File: config.mk
export PLATFORM = sky130hd
export DESIGN_NAME = bf16_reduce_ctrl
export DESIGN_NICKNAME = d
export VERILOG_FILES = /design/src/rtl/bf16_reduce_ctrl_pkg.sv /design/src/rtl/bf16_tag_pipe.sv /design/src/rtl/bf16_reduce_ctrl.sv
export SDC_FILE = /design/constraint.sdc
export NUM_CORES = 1
export LEC_CHECK = 0
export BUFFER_PORTS_ARGS = -buffer_cell sky130_fd_sc_hd__buf_2
export CAP_MARGIN = 20
export CELL_PAD_IN_SITES_DETAIL_PLACEMENT = 0
export CELL_PAD_IN_SITES_GLOBAL_PLACEMENT = 1
export CORE_MARGIN = 8
export CORE_UTILIZATION = 49
export CTS_BUF_LIST = sky130_fd_sc_hd__clkbuf_8
export CTS_CLUSTER_SIZE = 20
export DETAILED_ROUTE_END_ITERATION = 10
export GPL_TIMING_DRIVEN = 0
export PLACE_DENSITY_LB_ADDON = 0.1
export SKIP_CTS_REPAIR_TIMING = 1
export SLEW_MARGIN = 20
export SYNTH_ARGS = -nofsm -noshare
export SYNTH_HDL_FRONTEND = slang
export SYNTH_SLANG_ARGS = --single-unit
File: constraint.sdc
create_clock -name clk -period 10.43 [get_ports clk]
set_clock_uncertainty 0.1 [all_clocks]
set_input_delay 2.086 -clock clk [delete_from_list [all_inputs] [get_ports clk]]
set_output_delay 2.086 -clock clk [all_outputs]
set_load 0.02 [all_outputs]
File: src/rtl/bf16_reduce_ctrl_pkg.sv
// Shared constants and state encoding for the BF16 sum-reduction controller.
// Contents: BF16 special encodings, default adder latency, FSM state enum.
package bf16_reduce_ctrl_pkg;

    localparam int unsigned BF16_W               = 16;
    localparam logic [15:0] BF16_ZERO            = 16'h0000;
    localparam logic [15:0] BF16_QNAN            = 16'h7FC0;
    localparam int unsigned BF16_ADD_LAT_DEFAULT = 4;

    typedef enum logic [1:0] {
        ST_ACCUM  = 2'd0,
        ST_REDUCE = 2'd1,
        ST_OUT    = 2'd2
    } red_state_e;

endpackage

File: src/rtl/bf16_tag_pipe.sv
// Tag pipe: ADD_LAT-deep {valid, slot_id} shift register that advances every
// cycle in lock-step with the external adder, so the head names the slot the
// adder result currently on add_result belongs to.
// Ports:
//   clk, rst_n       clock, asynchronous active-low reset (clears all tags)
//   push_valid/id    tag entering the pipe (issue cycle)
//   head_valid/id    tag leaving the pipe (result cycle)
//   busy             any tag in flight, head included
module bf16_tag_pipe #(
    parameter int unsigned ADD_LAT = 4,
    parameter int unsigned ID_W    = 3
) (
    input  logic            clk,
    input  logic            rst_n,
    input  logic            push_valid,
    input  logic [ID_W-1:0] push_id,
    output logic            head_valid,
    output logic [ID_W-1:0] head_id,
    output logic            busy
);

    logic [ADD_LAT-1:0] valid_q, valid_d;
    logic [ID_W-1:0]    id_q [ADD_LAT];
    logic [ID_W-1:0]    id_d [ADD_LAT];

    // Shift one stage per cycle; stage 0 takes the new tag.
    always_comb begin
        valid_d = {valid_q[ADD_LAT-2:0], push_valid};
        id_d[0] = push_id;
        for (int unsigned k = 1; k < ADD_LAT; k++) begin
            id_d[k] = id_q[k-1];
        end
    end

    always_ff @(posedge clk or negedge rst_n) begin
        if (!rst_n) begin
            valid_q <= '0;
            for (int unsigned k = 0; k < ADD_LAT; k++) begin
                id_q[k] <= '0;
            end
        end else begin
            valid_q <= valid_d;
            id_q    <= id_d;
        end
    end

    assign head_valid = valid_q[ADD_LAT-1];
    assign head_id    = id_q[ADD_LAT-1];
    assign busy       = |valid_q;

endmodule

File: src/rtl/bf16_reduce_ctrl.sv
// Streaming BF16 sum-reduction controller wrapped around an external
// ADD_LAT-cycle pipelined BF16 adder. Elements are accumulated round-robin into
// NSLOT partial-sum slots to hide adder latency; after in_last the live slots
// are folded pairwise through the same adder and the single sum is presented.
// Optional build macro: BF16_REDUCE_CNT_EN adds out_count[15:0], the saturating
// number of elements accepted in the packet, valid with out_valid.
// Ports:
//   clk, rst_n                      clock, asynchronous active-low reset
//   in_valid/in_ready/in_data/in_last   element stream
//   out_valid/out_ready/out_data        sum output (held until handshake)
//   add_a/add_b/add_sub/add_valid_in    adder issue (combinational)
//   add_result/add_valid_out            adder return
module bf16_reduce_ctrl
    import bf16_reduce_ctrl_pkg::*;
#(
    parameter int unsigned ADD_LAT = BF16_ADD_LAT_DEFAULT,
    parameter int unsigned NSLOT   = ADD_LAT + 1
) (
    input  logic              clk,
    input  logic              rst_n,
    input  logic              in_valid,
    output logic              in_ready,
    input  logic [BF16_W-1:0] in_data,
    input  logic              in_last,
    output logic              out_valid,
    input  logic              out_ready,
`ifdef BF16_REDUCE_CNT_EN
    output logic [15:0]       out_count,
`endif
    output logic [BF16_W-1:0] out_data,
    output logic [BF16_W-1:0] add_a,
    output logic [BF16_W-1:0] add_b,
    output logic              add_sub,
    output logic              add_valid_in,
    input  logic [BF16_W-1:0] add_result,
    input  logic              add_valid_out
);

    localparam int unsigned ID_W   = (NSLOT > 1) ? $clog2(NSLOT) : 1;
    localparam int unsigned CNT_W  = $clog2(NSLOT + 1);
    localparam int unsigned WARM_W = $clog2(ADD_LAT + 1);

    red_state_e        state_q, state_d;
    logic [BF16_W-1:0] slot_q [NSLOT];
    logic [BF16_W-1:0] slot_d [NSLOT];
    logic [NSLOT-1:0]  resident_q, resident_d;
    logic [NSLOT-1:0]  live_q, live_d;
    logic [ID_W-1:0]   ptr_q, ptr_d;
    logic              out_valid_q, out_valid_d;
    logic [BF16_W-1:0] out_data_q, out_data_d;
    logic [WARM_W-1:0] warm_q, warm_d;

    logic              head_valid;
    logic [ID_W-1:0]   head_id;
    logic              busy;
    logic [ID_W-1:0]   push_id;

    logic              have_i, have_j, have_k;
    logic [ID_W-1:0]   i_idx, j_idx, k_idx;
    logic [CNT_W-1:0]  live_cnt;
    logic              accept;
    logic              out_hs;

    assign accept = (state_q == ST_ACCUM) && in_valid && resident_q[ptr_q];
    assign out_hs = (state_q == ST_OUT) && out_ready;

    bf16_tag_pipe #(
        .ADD_LAT (ADD_LAT),
        .ID_W    (ID_W)
    ) u_tag_pipe (
        .clk        (clk),
        .rst_n      (rst_n),
        .push_valid (add_valid_in),
        .push_id    (push_id),
        .head_valid (head_valid),
        .head_id    (head_id),
        .busy       (busy)
    );

    // Fold-pair selection: lowest two live&&resident slots; lowest live slot
    // is the survivor once only one remains.
    always_comb begin
        have_i   = 1'b0;
        have_j   = 1'b0;
        have_k   = 1'b0;
        i_idx    = '0;
        j_idx    = '0;
        k_idx    = '0;
        live_cnt = '0;
        for (int unsigned k = 0; k < NSLOT; k++) begin
            if (live_q[k]) begin
                live_cnt = live_cnt + CNT_W'(1);
                if (!have_k) begin
                    have_k = 1'b1;
                    k_idx  = ID_W'(k);
                end
                if (resident_q[k]) begin
                    if (!have_i) begin
                        have_i = 1'b1;
                        i_idx  = ID_W'(k);
                    end else if (!have_j) begin
                        have_j = 1'b1;
                        j_idx  = ID_W'(k);
                    end
                end
            end
        end
    end

    // Next-state, slot bank update and adder issue.
    always_comb begin
        state_d      = state_q;
        slot_d       = slot_q;
        resident_d   = resident_q;
        live_d       = live_q;
        ptr_d        = ptr_q;
        out_valid_d  = out_valid_q;
        out_data_d   = out_data_q;
        warm_d       = (warm_q == WARM_W'(ADD_LAT)) ? warm_q : warm_q + WARM_W'(1);
        in_ready     = 1'b0;
        add_a        = BF16_ZERO;
        add_b        = BF16_ZERO;
        add_valid_in = 1'b0;
        push_id      = '0;

        // Returning result lands in the slot named by the tag pipe head.
        if (head_valid) begin
            slot_d[head_id]     = add_result;
            resident_d[head_id] = 1'b1;
        end

        unique case (state_q)
            ST_ACCUM: begin
                // No bypass: a slot becomes usable the cycle after its result lands.
                in_ready = resident_q[ptr_q];
                if (accept) begin
                    add_a             = in_data;
                    add_b             = slot_q[ptr_q];
                    add_valid_in      = 1'b1;
                    push_id           = ptr_q;
                    resident_d[ptr_q] = 1'b0;
                    ptr_d             = (ptr_q == ID_W'(NSLOT - 1)) ? '0 : ptr_q + ID_W'(1);
                    if (in_last) begin
                        state_d = ST_REDUCE;
                    end
                end
            end
            ST_REDUCE: begin
                if (have_j) begin
                    add_a             = slot_q[i_idx];
                    add_b             = slot_q[j_idx];
                    add_valid_in      = 1'b1;
                    push_id           = i_idx;
                    resident_d[i_idx] = 1'b0;
                    live_d[j_idx]     = 1'b0;
                end else if ((live_cnt == CNT_W'(1)) && !busy && resident_q[k_idx]) begin
                    out_valid_d = 1'b1;
                    out_data_d  = slot_q[k_idx];
                    state_d     = ST_OUT;
                end
            end
            ST_OUT: begin
                if (out_hs) begin
                    out_valid_d = 1'b0;
                    for (int unsigned k = 0; k < NSLOT; k++) begin
                        slot_d[k] = BF16_ZERO;
                    end
                    resident_d = '1;
                    live_d     = '1;
                    ptr_d      = '0;
                    state_d    = ST_ACCUM;
                end
            end
            default: begin
                state_d = ST_ACCUM;
            end
        endcase
    end

    always_ff @(posedge clk or negedge rst_n) begin
        if (!rst_n) begin
            state_q     <= ST_ACCUM;
            for (int unsigned k = 0; k < NSLOT; k++) begin
                slot_q[k] <= BF16_ZERO;
            end
            resident_q  <= '1;
            live_q      <= '1;
            ptr_q       <= '0;
            out_valid_q <= 1'b0;
            out_data_q  <= BF16_ZERO;
            warm_q      <= '0;
        end else begin
            state_q     <= state_d;
            slot_q      <= slot_d;
            resident_q  <= resident_d;
            live_q      <= live_d;
            ptr_q       <= ptr_d;
            out_valid_q <= out_valid_d;
            out_data_q  <= out_data_d;
            warm_q      <= warm_d;
        end
    end

    assign out_valid = out_valid_q;
    assign out_data  = out_data_q;
    assign add_sub   = 1'b0;

`ifdef BF16_REDUCE_CNT_EN
    logic [15:0] cnt_q, cnt_d;

    // Element count per packet, saturating, cleared on output handshake.
    always_comb begin
        cnt_d = cnt_q;
        if (accept && (cnt_q != 16'hFFFF)) begin
            cnt_d = cnt_q + 16'd1;
        end
        if (out_hs) begin
            cnt_d = '0;
        end
    end

    always_ff @(posedge clk or negedge rst_n) begin
        if (!rst_n) begin
            cnt_q <= '0;
        end else begin
            cnt_q <= cnt_d;
        end
    end

    assign out_count = cnt_q;
`endif

    // Results still draining from before a reset arrive with an empty tag pipe,
    // so the lock-step check is held off for ADD_LAT cycles after reset.
    a_tag_sync: assert property (@(posedge clk) disable iff (!rst_n || (warm_q != WARM_W'(ADD_LAT)))
        add_valid_out == head_valid)
        else $error("add_valid_out out of step with tag pipe head");

endmodule

== After elaboration in Yosys (flattened, before gate mapping) ==
Cells that the tools add are included.
Word-level totals
  register bits after elaboration: 128
  bits of input ports: 38
  output and inout bits: 52
  word-level logic and storage cells: 208
Cells by class
  add/sub/neg operators: 5
  order comparisons: 15
  equal/unequal tests: 10
  mux-type cells: 129
  bitwise gates (word level): 13
  reductions and logical operators: 20
Operators by type and width (number)
  80-bit two-way mux: 3
  16-bit two-way mux: 13
  16-bit binary-select mux with 3-bit select: 4
  3-bit two-way mux: 36
  80-bit bitwise mux: 1
  16-bit case mux with 2 select lines: 2
  16-bit demux with 3-bit select: 1
  1-bit two-way mux: 45
  5-bit two-way mux: 6
  4-bit greater-or-equal comparator (second input constant): 5
  3-bit by 4-bit < comparator with 1-bit output (second input constant): 5
  3-bit inverter with 4-bit output: 5
  3-bit by 1-bit adder with 3-bit output (second input constant): 5
  5-bit AND: 3
  5-bit inverter: 3
  5-bit case mux with 3 select lines: 1
  1-bit demux with 3-bit select: 4
  3-bit by 1-bit greater-or-equal comparator with 1-bit output (second input constant): 4
  2-bit inequality test (second input constant): 6
  3-bit case mux with 2 select lines: 2
  1-bit logical AND: 10
  2-bit two-way mux: 5
  5-bit case mux with 2 select lines: 1
  3-bit AND reduction: 3
  16 further kinds: 19

== Depth between registers and ports, before layout ==
Gate-level depths: netlist of the first run.
  word-level depth: 25
  mapped depth: 15
  gate-level depth less buffers: 12

== Cells and area by module ==
A second synthesis of the first run with hierarchy kept.
Second synthesis, totals
  cells, all modules: 978
  area, all modules: 8018.9 sq um
By module, submodules not included
  bf16_reduce_ctrl: times used 1, cells each 961, area each 7611.0 sq um
  bf16_tag_pipe: times used 1, cells each 17, area each 407.9 sq um

== Worst setup path before layout of the first run ==
OpenSTA, ideal clock, no wires.
  kind: input to output
  start point: in in_valid
  end point: out add_b[0]
  data arrival time: 3314 ps
  data required time: 8244 ps
  path slack: 4930 ps
  cell stages on the path: 5
  buffers on the path: 2
  path through: nor4b_1 > clkbuf_1 > clkbuf_1 > o211ai_1 > o41ai_1
Between the ends
  word-level cells in the longest chain between the ends: 4
RTL lines
  from (decl): RTL line bf16_reduce_ctrl.sv:21  | input logic in_valid,
  1-bit logical AND (2 in series): RTL line bf16_reduce_ctrl.sv:64  | assign accept = (state_q == ST_ACCUM) && in_valid && resident_q[ptr_q];
  16-bit two-way mux: RTL line bf16_reduce_ctrl.sv:136  | if (accept) begin
  16-bit case mux with 2 select lines: RTL line bf16_reduce_ctrl.sv:132  | unique case (state_q)
  to (decl): RTL line bf16_reduce_ctrl.sv:32  | output logic [BF16_W-1:0] add_b,
No other way between the ends.

== Worst setup path after layout of the first run ==
  start point: in in_valid
  end point: out add_b[7]
Same word-level chain as after synthesis.

==> results.json, run 1 <==
{
  "syn_area_per_cell_um2": 7.85,
  "synthArstFlopShare_pct": 100,
  "postRouteAntennaNets": 0,
  "cts_tree": "built",
  "post-place-ws_ns": 3.95,
  "post_route_cells_drive_above_1_share_pct": 15.7,
  "finalHoldViolations": 0,
  "dieArea_mm2": 0.0209,
  "clock_latency_ns": 0.47,
  "p_int_w": 0.00163,
  "initial_core_util_pct": 49.5,
  "fin_area_mm2": 0.00924,
  "p_comb_share_pct": 53.2,
  "antenna_found_initial": 1,
  "overflow": 0,
  "status": "completed",
  "yosys.area.top_type_share_pct": 36.5,
  "ys.flop_type": "dfrtp_1",
  "clk_pin_slew_ns": 0.08,
  "startpoint_type": "primary input",
  "die_w_um": 144,
  "grt_pass1_wl_mm": 48.4,
  "synth-seq-cells": 128,
  "cts.sinks": 128,
  "htreeDepth": 4,
  "core_mm2": 0.0163,
  "yosys.area_share.simple_pct": 24.8,
  "critical_path_class": "in -> out",
  "area_growth_pct": 14.2,
  "crit_required_ns": 8.24,
  "dr.pass1.iters": 5,
  "fmax_ghz": 0.154,
  "cp_slowest_cell": "clkbuf_1",
  "yosys.cell_count.top_type": "nand2_1",
  "pin_count": 90,
  "slew_viol_final": 0,
  "synth_area_mm2": 0.00809,
  "viasPerCell": 6.15,
  "cap_violations": 0,
  "syn-num-nets": 1075,
  "synth_fa_ha_area_share_pct": 1.08,
  "hpwl_mm": 24.7,
  "synthCells": 1030,
  "path_buf_inv": 4,
  "fin_setup_tns_ns": 0,
  "cp-end-kind": "output port",
  "max_stage_delay_ns": 0.62,
  "tightestPinTransition_ns": 1.10,
  "switching_share_pct": 51.7,
  "synth_largest_area_cell": "dfrtp_1",
  "ys_types": 60,
  "p_seq_share_pct": 33.9,
  "cp_top_family": "buffers and inverters",
  "setup_ws_ns": 3.95,
  "hp-class": "reg -> reg",
  "wl_per_cell_um": 23.2,
  "rows": 47,
  "slew_headroom_pct": 26.7,
  "finalCriticalPeriod_ns": 6.48,
  "grt_pass1_vias": 7883,
  "synthTopCellsByArea": "dfrtp_1 37%, nand2_1 15%, a21oi_1 7.4%, mux2_2 3.8%, dfstp_2 3.2%",
  "synth_top_family_by_area": "simple AND/OR/NAND/NOR gates",
  "antenna_cells": 0,
  "ir_drop_v": 0.000160,
  "power_switching_w": 0.00175,
  "yosysSeqAreaShare_pct": 39.8,
  "die_h_um": 144,
  "cp.arrival_ns": 4.30,
  "yosys_warnings": 0,
  "via_count": 8427,
  "num-nets-final": 1182,
  "synth.area.mux_share_pct": 6.14,
  "grt_usage_pct": 31.2,
  "path_cells": "buf_2 -> nor4b_1 -> clkbuf_1 -> clkbuf_1 -> o211ai_1 -> o41ai_1 -> buf_2",
  "port_buffers": 87,
  "grt_max_degree": 66,
  "leakagePower_nw": 4.21,
  "place_area_mm2": 0.00884,
  "setup_viol": 0,
  "cts.path.max_buffers": 2,
  "drt_iter0_markers": 1066,
  "synth_commonest_cells": "329 x nand2_1, 119 x a21oi_1, 118 x dfrtp_1, 64 x clkbuf_1, 43 x nor2_1",
  "post-route-period-util_pct": 62.1,
  "p_clk_share_pct": 12.9,
  "worst-path-max-fanout": 10,
  "gp_congestion": 0.996,
  "drc_errors": 0,
  "synth_compound_area_share_pct": 22.6,
  "synth_edf_count": 0,
  "rsz0062_at_grt": "no",
  "power.density_mw_per_mm2": 366,
  "synth_xor_xnor_area_share_pct": 0.789,
  "cts_buffers": 17,
  "wl_mm": 31.8,
  "cts-root-buf": "clkbuf_8"
}
-- flip-flops by register name, indices dropped and copies added, names as in the netlist --
signal,flops
resident_q,5
out_data,16
ptr_q,3
live_q,5
u_tag_pipe.valid_q,4
out_valid,1
u_tag_pipe.head_id,3
state_q,2
slot_q,80
u_tag_pipe.id_d,9
-- kinds of logic after synthesis --
group,count (synthesis)
other cells,1
compound gates,283
xor+xnor,4
fa+ha+maj,7
simple gates,475
buf+inv,91
mux,41
flops,128
-- layer usage --
metal	part of all wire, %	track usage [%]	vias up
met5	0.041	0	-
met4	1.6	8.98	2
met3	11	6.77	47
met2	45	47.3	482
met1	42	43.7	4014
li1	-	-	3882
-- power by group through the flow --
stage | clock (W) | sequential [W] | combinational [W]
floorplan | 0 | 0.000963 | 0.00125
global placement | 0 | 0.00111 | 0.00175
detailed placement | 0 | 0.00111 | 0.00176
CTS | 0.000438 | 0.00110 | 0.00177
global route | 0.000458 | 0.00115 | 0.00196
finish | 0.000436 | 0.00115 | 0.00180
-- cell usage in the layout, fill, tap and decap left out, drive strengths merged, types with 14 or more instances in the layout --
cell,instances
a21oi,119
a22oi,26
a32o,15
and3,17
buf,107
clkbuf,81
dfrtp,118
inv,15
mux2,35
nand2,329
nand3,34
nor2,43
o211ai,14
o21ai,21
o22ai,30
o41ai,16
-- metrics by stage --
step                      util (%)  total power [W]  std cells  hold slack [ns]
after global placement        53.8          0.00286       1337            0.234
final                         56.5          0.00338       1370            0.256
after floorplan                  -          0.00221       1030            0.231
after CTS                     56.4          0.00331       1370            0.260
after detailed placement      54.1          0.00288       1338            0.236
after global routing          56.5          0.00357       1370            0.264
-- cell type report --
type	count	area (um^2)
fillers	1653	7110
multi-input cells	811	4500
flip-flops and latches	128	3220
repair buffers	88	473
plain buffers	83	357
well taps	220	275
clock buffers	17	234
clock inverters	15	151
inverters	8	30.0
-- path summary, 6_finish.rpt --
kind	start	endpoint	slack (ns)	cells after the start
max	in_valid	add_b[7]	3.95	7
min reg2reg	u_tag_pipe.id_d[3]	u_tag_pipe.id_d[0]	0.26	0
min	u_tag_pipe.id_d[3]	u_tag_pipe.id_d[0]	0.26	0
max in group asynchronous	rst_n	slot_q[45]	8.10	2
max reg2reg	live_q[1]	out_data[9]	6.15	15
min in group asynchronous	rst_n	u_tag_pipe.id_d[5]	1.46	1
Note: power is estimated with default switching activity, not from simulation.
==> inputs of run 2 (changes only) <==
Settings changed: CORE_UTILIZATION 49 to 45.
Clock period 10.43 ns to 6.56 ns, I/O delays scaled along.
==> results.json, run 2 (synthesis gave the netlist of run 1 again) <==
{
  "status": "completed",
  "setup_ws_ns": 1.02,
  "wl_mm": 33.5,
  "dieArea_mm2": 0.0225,
  "path_common_cell": "clkbuf_1",
  "initial_core_util_pct": 45.5,
  "holdCritStartpoint": "u_tag_pipe.id_d[4]",
  "slew_headroom_pct": 30.7,
  "reg2reg_slack_ns": 2.31,
  "cp_slowest_cell": "clkbuf_1",
  "ir_drop_v": 0.000258,
  "gp_congestion": 0.974,
  "die_h_um": 150,
  "leakagePower_nw": 4.21,
  "cp-end-kind": "output port",
  "cp_top_family": "buffers and inverters",
  "critical_path_class": "reg -> out",
  "p_comb_share_pct": 53.5,
  "nFillCells": 1785,
  "finalCriticalPeriod_ns": 5.54,
  "core_mm2": 0.0178,
  "drc_errors": 0,
  "power_switching_w": 0.00282,
  "layout_commonest_cell": "nand2_1",
  "via_count": 8371,
  "slew_viol_final": 0,
  "grt_pass1_wl_mm": 50.1,
  "final_cell_mix": "329 x nand2_1, 118 x a21oi_1, 118 x dfrtp_1",
  "grt_usage_pct": 30.0,
  "p_int_w": 0.00260,
  "max_stage_delay_ns": 0.67,
  "area_growth_pct": 14.4,
  "setup_viol": 0,
  "cts.path.max_buffers": 2,
  "drt_iter0_markers": 945,
  "postRouteAntennaNets": 0,
  "startpoint_type": "flop",
  "antenna_cells": 0,
  "grt_max_degree": 79,
  "num-nets-final": 1183,
  "finalHoldViolations": 0,
  "hp-class": "reg -> reg",
  "post_route_cells_drive_above_1_share_pct": 15.8,
  "clock_latency_ns": 0.46,
  "cts_buffers": 17,
  "fin_setup_tns_ns": 0,
  "top_register": "slot_q",
  "pin_count": 90,
  "cts.sinks": 128,
  "path_buf_inv": 4,
  "port_buffers": 87,
  "fmax_ghz": 0.180,
  "post-route-period-util_pct": 84.5,
  "cp.arrival_ns": 4.13,
  "htreeDepth": 4,
  "die_w_um": 150,
  "worstSetupStartpoint": "ptr_q[1]",
  "p_clk_share_pct": 12.7,
  "worstRegToRegCells": 15,
  "power.density_mw_per_mm2": 586,
  "antenna_found_initial": 0,
  "worst-path-max-fanout": 10,
  "crit_required_ns": 5.15,
  "cts-root-buf": "clkbuf_8",
  "clk_pin_slew_ns": 0.09,
  "wl_per_cell_um": 24.3,
  "critPathCapture": "add_b[8]",
  "viasPerCell": 6.07,
  "rows": 49,
  "grt_pass1_vias": 7905,
  "cp_num_cells": 9,
  "switching_share_pct": 52.1,
  "tightestPinTransition_ns": 1.04,
  "path_cells": "clkbuf_1 -> nor2b_1 -> a32oi_1 -> nor4b_1 -> clkbuf_1 -> clkbuf_1 -> o211ai_1 -> o41ai_1 -> buf_2",
  "dr.pass1.iters": 6,
  "post-place-ws_ns": 1.56,
  "overflow": 0,
  "p_seq_share_pct": 33.8,
  "hpwl_mm": 25.9,
  "r2r-start": "live_q[0]",
  "cts_tree": "built",
  "largest_register_ffs": 80,
  "cap_violations": 0,
  "rr_endpoint": "out_data[13]",
  "rsz0062_at_grt": "no"
}
-- run 2: power by group through the flow --
stage / logic [W] / clock network [W] / registers, W
finish: 0.00290 / 0.000689 / 0.00183
detailed placement: 0.00285 / 0 / 0.00178
CTS: 0.00286 / 0.000696 / 0.00177
global placement: 0.00283 / 0 / 0.00178
global route: 0.00315 / 0.000735 / 0.00184
floorplan: 0.00198 / 0 / 0.00153
-- run 2: metrics by stage --
step	hold WS [ns]	cell area (um^2)	instances	power (W)	utilization, %
final	0.254	9250	1380	0.00542	52.0
after floorplan	0.231	8090	1030	0.00351	-
after global routing	0.259	9250	1380	0.00573	52.0
after CTS	0.256	9250	1380	0.00533	52.0
after global placement	0.232	8810	1346	0.00461	49.6
after detailed placement	0.235	8860	1348	0.00464	49.8
-- run 2: layout make-up --
class / instances / area (um^2) / share of cell area, %
multi-input combinational: 811 / 4500 / 48.6
tap: 229 / 287 / 3.10
clock inverter: 15 / 150 / 1.62
buffer: 83 / 357 / 3.85
clock buffer: 17 / 234 / 2.53
sequential: 128 / 3220 / 34.8
timing repair buffer: 89 / 478 / 5.17
inverter: 8 / 30.0 / 0.325
-- run 2: how the worst min path moves through the flow --
stage                            endpoint  slack, ns  depth (start not counted)
floorplan           u_tag_pipe.head_id[0]       0.23                          0
global placement       u_tag_pipe.id_d[2]       0.23                          0
detailed placement     u_tag_pipe.id_d[0]       0.23                          0
CTS                    u_tag_pipe.id_d[1]       0.26                          0
global route           u_tag_pipe.id_d[1]       0.26                          0
finish                 u_tag_pipe.id_d[1]       0.25                          0
-- run 2: metal layers --
| layer | vias up | global-route usage [%] | share of wire (%) |
|---|---|---|---|
| met5 | - | 0 | 0 |
| met4 | 0 | 8.30 | 2.1 |
| met3 | 54 | 7.65 | 11 |
| met2 | 469 | 45.0 | 43 |
| met1 | 3970 | 41.9 | 43 |
| li1 | 3878 | - | - |
==> inputs of run 3 (changes only) <==
Clock period 6.56 ns to 5.2 ns, I/O delays scaled along.
==> results.json, run 3 (synthesis gave the netlist of run 1 again) <==
{
  "pin_count": 90,
  "fmax_ghz": 0.201,
  "top_register": "slot_q",
  "layout_commonest_cell": "nand2_1",
  "setup_viol": 0,
  "gp_congestion": 0.974,
  "core_mm2": 0.0178,
  "crit_required_ns": 4.06,
  "fin_setup_tns_ns": 0,
  "wl_mm": 33.6,
  "drc_errors": 0,
  "via_count": 8411,
  "drt_iter0_markers": 944,
  "power.density_mw_per_mm2": 739,
  "initial_core_util_pct": 45.5,
  "postRouteAntennaNets": 0,
  "critical_path_class": "reg -> out",
  "startpoint_type": "flop",
  "viasPerCell": 6.08,
  "antenna_cells": 0,
  "slew_viol_final": 0,
  "clock_latency_ns": 0.46,
  "cts.sinks": 128,
  "hp-class": "reg -> reg",
  "finalCriticalPeriod_ns": 4.98,
  "post_route_cells_drive_above_1_share_pct": 16.1,
  "die_w_um": 150,
  "cp-end-kind": "output port",
  "grt_max_degree": 79,
  "wl_per_cell_um": 24.3,
  "totalPowerFinal_w": 0.00685,
  "largest_register_ffs": 80,
  "dieArea_mm2": 0.0225,
  "reg2reg_slack_ns": 0.94,
  "dr.pass1.iters": 5,
  "rsz0062_at_grt": "no",
  "finish.utilization_pct": 52.2,
  "die_h_um": 150,
  "port_buffers": 87,
  "status": "completed",
  "post-place-ws_ns": 0.501,
  "slew_headroom_pct": 30.9,
  "leakagePower_nw": 4.23,
  "hpwl_mm": 25.9,
  "cts_buffers": 17,
  "finalHoldViolations": 0,
  "tightestPinTransition_ns": 1.03,
  "hold_path_end": "u_tag_pipe.id_d[1]",
  "area_growth_pct": 14.7,
  "hold-path-cell-count": 0,
  "final_cell_mix": "329 x nand2_1, 118 x a21oi_1, 118 x dfrtp_1",
  "num-nets-final": 1186,
  "ir_drop_v": 0.000319,
  "grt_usage_pct": 30.0,
  "overflow": 0,
  "cts.path.max_buffers": 2,
  "cp.arrival_ns": 3.84,
  "grt_pass1_vias": 7905,
  "post-route-period-util_pct": 95.9,
  "r2r-start": "live_q[0]",
  "rows": 49,
  "setup_ws_ns": 0.215,
  "worst-path-max-fanout": 10,
  "htreeDepth": 4,
  "cts-root-buf": "clkbuf_8",
  "cap_violations": 0,
  "clk_pin_slew_ns": 0.09,
  "antenna_found_initial": 0,
  "worstRegToRegCells": 15,
  "cts_tree": "built",
  "holdCritStartpoint": "u_tag_pipe.id_d[4]",
  "rr_endpoint": "out_data[7]",
  "grt_pass1_wl_mm": 50.1
}
## run 3: cell types whose count changed in the layout (fill, tap and decap cells not counted)
cell | before | now
clkbuf_1 | 64 | 63
clkbuf_2 | 0 | 1
buf_4 | 1 | 4
## run 3: per-stage QoR
step	std cells	hold slack [ns]	area, um^2
floorplan	1030	0.231	8090
global route	1383	0.259	9280
finish	1383	0.254	9280
detailed placement	1348	0.235	8860
CTS	1380	0.256	9250
global placement	1346	0.232	8810
## run 3: where the power goes
| part | leakage, nW | internal (W) | switching [W] | total (W) |
|---|---|---|---|---|
| Sequential | 1.58 | 0.00148 | 0.000825 | 0.00231 |
| Clock | 0.187 | 0.000393 | 0.000473 | 0.000866 |
| Combinational | 2.46 | 0.00142 | 0.00226 | 0.00368 |
## run 3: critical path, stage by stage, from the launching register on
cell	delay [ns]
dfrtp_1	0.41
clkbuf_1	0.28
nor2b_1	0.49
a32oi_1	0.20
nor4b_1	0.41
clkbuf_2	0.43
clkbuf_1	0.50
o211ai_1	0.23
o41ai_1	0.16
buf_2	0.26
## run 3: cell type report
type                       count  area [um^2]
inverter                       8         30.0
timing repair buffer          92          500
clock inverter                15          150
sequential                   128         3220
multi-input combinational    811         4500
fill                        1784         8500
tap                          229          287
clock buffer                  17          234
buffer                        83          358
## run 3: per-layer routing
metal / part of all wire (%) / vias up / wire [um] / track usage (%)
li1: - / 3888 / - / -
met1: 44 / 4007 / 14700 / 41.9
met2: 44 / 463 / 14600 / 45.0
met4: 1.8 / 0 / 616 / 8.30
met5: 0 / - / 0 / 0
met3: 11 / 53 / 3630 / 7.65
## run 3: how the worst max path moves through the flow
stage                end  startpoint
3_5_place_dp    add_b[8]    ptr_q[1]
2_1_floorplan  add_b[15]   live_q[3]
3_3_place_gp    add_a[5]   live_q[3]
5_1_grt         add_b[8]   live_q[3]
6_report        add_b[8]    ptr_q[1]
4_1_cts         add_b[8]    ptr_q[1]
